==> config.mk <==
export PLATFORM = sky130hd
export DESIGN_NAME = fir_conv_sequencer
export DESIGN_NICKNAME = d
export VERILOG_FILES = /design/src/rtl/fir_pkg.sv /design/src/rtl/fir_mac_unit.sv /design/src/rtl/fir_conv_sequencer.sv
export SDC_FILE = /design/constraint.sdc
export NUM_CORES = 1
export LEC_CHECK = 0
export ABC_AREA = 1
export ABC_CLOCK_PERIOD_IN_PS = 2950
export BUFFER_PORTS_ARGS = -buffer_cell sky130_fd_sc_hd__buf_2
export CAP_MARGIN = 20
export CORE_ASPECT_RATIO = 2
export CORE_MARGIN = 2
export CORE_UTILIZATION = 40
export CTS_CLUSTER_SIZE = 28
export DETAILED_ROUTE_END_ITERATION = 12
export GPL_TIMING_DRIVEN = 1
export PLACE_DENSITY = 0.52
export SLEW_MARGIN = 0
export SYNTH_ARGS = -nofsm -noshare
export SYNTH_HDL_FRONTEND = slang
export SYNTH_SLANG_ARGS = --single-unit
==> constraint.sdc <==
create_clock -name clk -period 2.95 [get_ports clk]
set_input_delay 0 -clock clk [delete_from_list [all_inputs] [get_ports clk]]
set_output_delay 0 -clock clk [all_outputs]
set_load 0.03 [all_outputs]
==> src/rtl/fir_pkg.sv <==
// fir_pkg: shared types, defaults and width helper for the FIR convolution sequencer.
package fir_pkg;

    typedef enum logic [2:0] {IDLE, ISSUE, DRAIN, OUTPUT, DONE} state_e;

    localparam int LEN_DEF     = 19;
    localparam int SIG_LEN_DEF = 2400;
    localparam int DW_DEF      = 16;
    localparam int ACC_W_DEF   = 40;
    localparam int SHIFT_Q     = 14;
    localparam int TOTAL_DEF   = LEN_DEF + SIG_LEN_DEF + 1;

    // Address width that never collapses to zero bits for single-entry ranges.
    function automatic int aw(input int n);
        return n > 1 ? $clog2(n) : 1;
    endfunction

    localparam int COEF_AW_DEF = aw(LEN_DEF + 1);
    localparam int SIG_AW_DEF  = aw(SIG_LEN_DEF + 1);
    localparam int IDX_AW_DEF  = aw(TOTAL_DEF);

endpackage

==> src/rtl/fir_mac_unit.sv <==
// fir_mac_unit: registered signed multiply-accumulate; first_i restarts the sum with the current product.
module fir_mac_unit
    import fir_pkg::*;
#(
    parameter int DW    = DW_DEF,
    parameter int ACC_W = ACC_W_DEF
) (
    input  logic                    clk,
    input  logic                    rst,
    input  logic signed [DW-1:0]    a_i,
    input  logic signed [DW-1:0]    b_i,
    input  logic                    en_i,
    input  logic                    first_i,
    output logic signed [ACC_W-1:0] acc_o
);

    logic signed [2*DW-1:0]  prod;
    logic signed [ACC_W-1:0] acc_q, acc_d;

    assign prod = a_i * b_i;

    always_comb acc_d = !en_i ? acc_q : first_i ? ACC_W'(prod) : acc_q + ACC_W'(prod);

    always_ff @(posedge clk or posedge rst)
        if (rst) acc_q <= '0;
        else     acc_q <= acc_d;

    assign acc_o = acc_q;

endmodule

==> src/rtl/fir_conv_sequencer.sv <==
// fir_conv_sequencer: full linear convolution y = h * x on one shared MAC, one term per cycle,
// streaming one Q-scaled output per window over valid/ready.
module fir_conv_sequencer
    import fir_pkg::*;
#(
    parameter int LEN             = LEN_DEF,
    parameter int SIGNAL_LENGTH_1 = SIG_LEN_DEF,
    parameter int DW              = DW_DEF,
    parameter int ACC_W           = ACC_W_DEF,
    parameter int SHIFT           = SHIFT_Q
) (
    input  logic                                      clk,
    input  logic                                      rst,
    input  logic                                      start_i,
    output logic                                      busy_o,
    output logic                                      done_o,
    output logic                                      rd_en_o,
    output logic [aw(LEN+1)-1:0]                      coef_addr_o,
    output logic [aw(SIGNAL_LENGTH_1+1)-1:0]          sig_addr_o,
    input  logic signed [DW-1:0]                      coef_data_i,
    input  logic signed [DW-1:0]                      sig_data_i,
    output logic signed [DW-1:0]                      y_data_o,
    output logic [aw(LEN+SIGNAL_LENGTH_1+1)-1:0]      y_idx_o,
    output logic                                      y_valid_o,
    input  logic                                      y_ready_i
);

    localparam int TOTAL = LEN + SIGNAL_LENGTH_1 + 1;
    localparam int CW    = aw(LEN + 1);
    localparam int JW    = aw(SIGNAL_LENGTH_1 + 1);
    localparam int NW    = aw(TOTAL);

    function automatic int jlo(input int n);
        return n > LEN ? n - LEN : 0;
    endfunction

    function automatic int jhi(input int n);
        return n < SIGNAL_LENGTH_1 ? n : SIGNAL_LENGTH_1;
    endfunction

    state_e              state_q, state_d;
    logic [NW-1:0]       n_q, n_d;
    logic [JW-1:0]       j_q, j_d;
    logic                en_q, first_q;
    logic signed [ACC_W-1:0] acc;

    always_ff @(posedge clk or posedge rst)
        if (rst) begin
            state_q <= IDLE;
            n_q     <= '0;
            j_q     <= '0;
            en_q    <= 1'b0;
            first_q <= 1'b0;
        end else begin
            state_q <= state_d;
            n_q     <= n_d;
            j_q     <= j_d;
            en_q    <= state_q == ISSUE;
            first_q <= state_q == ISSUE && int'(j_q) == jlo(int'(n_q));
        end

    always_comb begin
        state_d = state_q;
        n_d     = n_q;
        j_d     = j_q;
        case (state_q)
            IDLE:   if (start_i) begin
                        state_d = ISSUE;
                        n_d     = '0;
                        j_d     = '0;
                    end
            ISSUE:  if (int'(j_q) == jhi(int'(n_q))) state_d = DRAIN;
                    else j_d = j_q + 1'b1;
            DRAIN:  state_d = OUTPUT;
            OUTPUT: if (y_ready_i) begin
                        if (int'(n_q) == TOTAL - 1) state_d = DONE;
                        else begin
                            state_d = ISSUE;
                            n_d     = n_q + 1'b1;
                            j_d     = JW'(jlo(int'(n_q) + 1));
                        end
                    end
            DONE:   begin
                        state_d = IDLE;
                        n_d     = '0;
                        j_d     = '0;
                    end
            default: state_d = IDLE;
        endcase
    end

    // The accumulator only moves while reads return, so it holds the window result throughout OUTPUT.
    always_comb begin
        busy_o      = state_q == ISSUE || state_q == DRAIN || state_q == OUTPUT;
        done_o      = state_q == DONE;
        rd_en_o     = state_q == ISSUE;
        y_valid_o   = state_q == OUTPUT;
        sig_addr_o  = j_q;
        coef_addr_o = CW'(int'(n_q) - int'(j_q));
        y_idx_o     = n_q;
        y_data_o    = DW'(acc >>> SHIFT);
    end

    fir_mac_unit #(.DW(DW), .ACC_W(ACC_W)) u_mac (
        .clk     (clk),
        .rst     (rst),
        .a_i     (coef_data_i),
        .b_i     (sig_data_i),
        .en_i    (en_q),
        .first_i (first_q),
        .acc_o   (acc)
    );

endmodule

==> summary.txt <==
Clock network
  • Worst-path clk slew: 0.06 ns
  • Total CTS buffers: 9
  • CTS Buffer Depth: 2
  • Htree depth: 3
  • Clk_lat worst skew: 0.36 ns
  • CTS tree: yes
  • # clock sinks: 59
  • CTS Root Cell: clkbuf_16

Critical path
  • R2R setup slack: 0.31 ns
  • Worst path slowest cell: fa_2
  • Worst Path Arrival: 6.28 ns
  • Max incr delay on CP: 0.59 ns
  • Buf/Inv on CP: 11
  • Setup Crit Path Kind: input port to flip-flop
  • Endpoint class of the critical path: flip-flop
  • Most used cell along the critical path: nand3_2
  • Crit path launch type: input port
  • Critical path peak fanout: 8
  • Critical path required time: 3.20 ns
  • Reg2Reg Capture Point: first_q
  • Worst path top cell family by delay: adder cells
  • Worst Reg2Reg Path Length in Cells: 13
  • Reg-to-reg critical path startpoint: y_idx_o[2]

Logic synthesis
  • Post-Synthesis Cells: 2435
  • Asr flop ratio synth: 1.00
  • Register area share after synthesis: 0.0883
  • Top FF cell, synth: dfrtp_1
  • Yosys reg bits: 59
  • Net count after synthesis: 2841
  • Synth unique cells: 45
  • Post-synthesis average cell area: 6.87 sq um
  • Synth warnings: 0
  • Post-Syn Area: 0.0167 sq mm
  • EDFF count, synth: 0

Layout
  • P&R area growth vs syn: 41.5%
  • Most frequent cells in the layout: 538 x nand2_1, 499 x inv_1, 305 x buf_4
  • Final Cell Area: 0.0237 sq mm
  • Fin cells: 3353
  • Share of post-route cells with drive strength above 1: 0.353
  • Nets@finish: 3214
  • Final Util: 0.570
  • Most common cell after layout, fill and taps aside: nand2_1
  • Inserted Diodes: 0

Detailed routing
  • Routed wire length: 52700 um
  • Post-route DRC: 0
  • Wire per inst: 15.7 um
  • Vias: 16200
  • Post-route ant nets: 0
  • Pre-Repair DR Iteration Count: 5
  • DR vias/cell: 4.84
  • Initial DRC count: 863

Status
  • Status: finished, violations left
  • Failing checks: setup timing

Global route
  • First-pass GRT wire length: 87700 um
  • Vias in the first global route: 16500
  • Initial antenna violation count: 0
  • Total gr overflow: 0
  • Total GRT Usage: 0.253
  • Largest net degree at the start of global routing: 39

Job
  • Max_cap viols: 0

STA
  • Slew HR: 0.367
  • Tcrit/Tclk final: 2.04
  • Endpoints failing setup: 26
  • RSZ-0062 raised after global routing: yes
  • Peak Freq: 0.166 GHz
  • Count of final max-slew check failures: 0
  • Setup Skew: 0.0120 ns
  • Final worst slack: -3.08 ns
  • Final hold vios: 0
  • Worst slew pin tran: 0.949 ns
  • Crit path time final: 6.03 ns

Die
  • Starting Density: 0.403
  • Ports: 85
  • Die area: 0.0436 sq mm
  • Num rows: 106
  • Die height: 293 um
  • Core area: 0.0415 sq mm
  • Die Wd: 149 um

Hold path
  • Hold_sp: start_i
  • Hold WC Path Type: input port to flip-flop
  • Hold depth: 3
  • Worst hold path endpoint: state_q[0]

Placed design
  • Area post-placement: 0.0208 sq mm
  • I/O Buffers: 84
  • Place WS: -3.71 ns
  • GPL Wtd Cong: 0.916
  • Placed cell count: 3255
  • Post-DP HPWL: 43800 um
-- synthesized netlist by cell type, drive strengths merged (35+ instances only) --
cell      n  area, sq um
nand2   688         2660
inv     591         2230
fa      250         5000
nor2    150          601
nand3   143          788
ha      120         1500
a21oi    91          455
clkbuf   71          267
o21ai    70          350
dfrtp    59         1480
nand4    40          250
xor2     35          307
-- worst register-to-register path, stage by stage (launching register included) --
cell and delay, ns:
dfrtp_1 0.54, inv_1 0.17, ha_1 0.22, nand2_1 0.08, nand2_1 0.09, nand2_2 0.14, inv_2 0.07, nand2_1 0.07
nand2_1 0.27, nand3_1 0.20, nor2_1 0.07, nor3_1 0.30, nand3b_1 0.12, nor2_1 0.21
-- flip-flops by register name, indices dropped and copies added, names as in the netlist --
| signal | count |
|---|---|
| state_q | 3 |
| y_idx_o | 12 |
| en_q | 1 |
| first_q | 1 |
| u_mac.acc_o | 30 |
| sig_addr_o | 12 |
-- per-stage QoR --
stage | TNS (ns) | hold slack (ns)
after floorplan | -59.39 | 0.189
after global placement | -78.17 | 0.112
after detailed placement | -78.08 | 0.114
after CTS | -62.03 | 0.168
after global routing | -67.65 | 0.215
final | -60.88 | 0.147
-- worst max-delay path by stage --
stage,startpoint,end,slack (ns),cells after the start
floorplan,coef_data_i[15],u_mac.acc_o[29],-2.99,37
global placement,sig_data_i[15],u_mac.acc_o[28],-3.78,34
detailed placement,sig_data_i[15],u_mac.acc_o[28],-3.71,34
CTS,sig_data_i[15],u_mac.acc_o[22],-3.08,34
global route,coef_data_i[15],u_mac.acc_o[29],-3.38,36
finish,sig_data_i[2],u_mac.acc_o[28],-3.08,34
-- layer usage --
metal | global-route usage | vias up | wire, um
met5 | 0 | - | 0
met4 | 0.0381 | 0 | 719
met3 | 0.0191 | 44 | 1840
met2 | 0.443 | 310 | 26700
met1 | 0.350 | 7833 | 23500
li1 | - | 8036 | -
-- cell type report --
type	instances	area, sq um
clock buffer	11	243
clock inverter	5	52.6
fill	3936	17800
inverter	593	2250
multi-input combinational	1690	15200
sequential	59	1480
tap	540	676
timing repair buffer	455	3800
-- cells by family after synthesis --
| logic type | Yosys count | synth area share |
|---|---|---|
| buffers and inverters | 686 | 0.159 |
| flip-flops | 59 | 0.0883 |
| XOR/XNOR | 41 | 0.0215 |
| AND/OR/NAND/NOR | 1075 | 0.276 |
| AO/OA/AOI/OAI | 204 | 0.0664 |
| adder cells (fa/ha/maj) | 370 | 0.389 |
-- repair_timing --
item                                   in CTS  in global routing
hold buffers                                2                  0
gates resized for setup                   306                181
setup endpoints to repair                  26                 26
pin swaps                                 171                150
endpoints found under the hold margin      23                  0
gates cloned                                0                  2
setup buffers                              65                 16
Power is left out: the tool's default activity adds up to more than one toggle a clock period on the data nets, which glitch-free logic cannot reach.
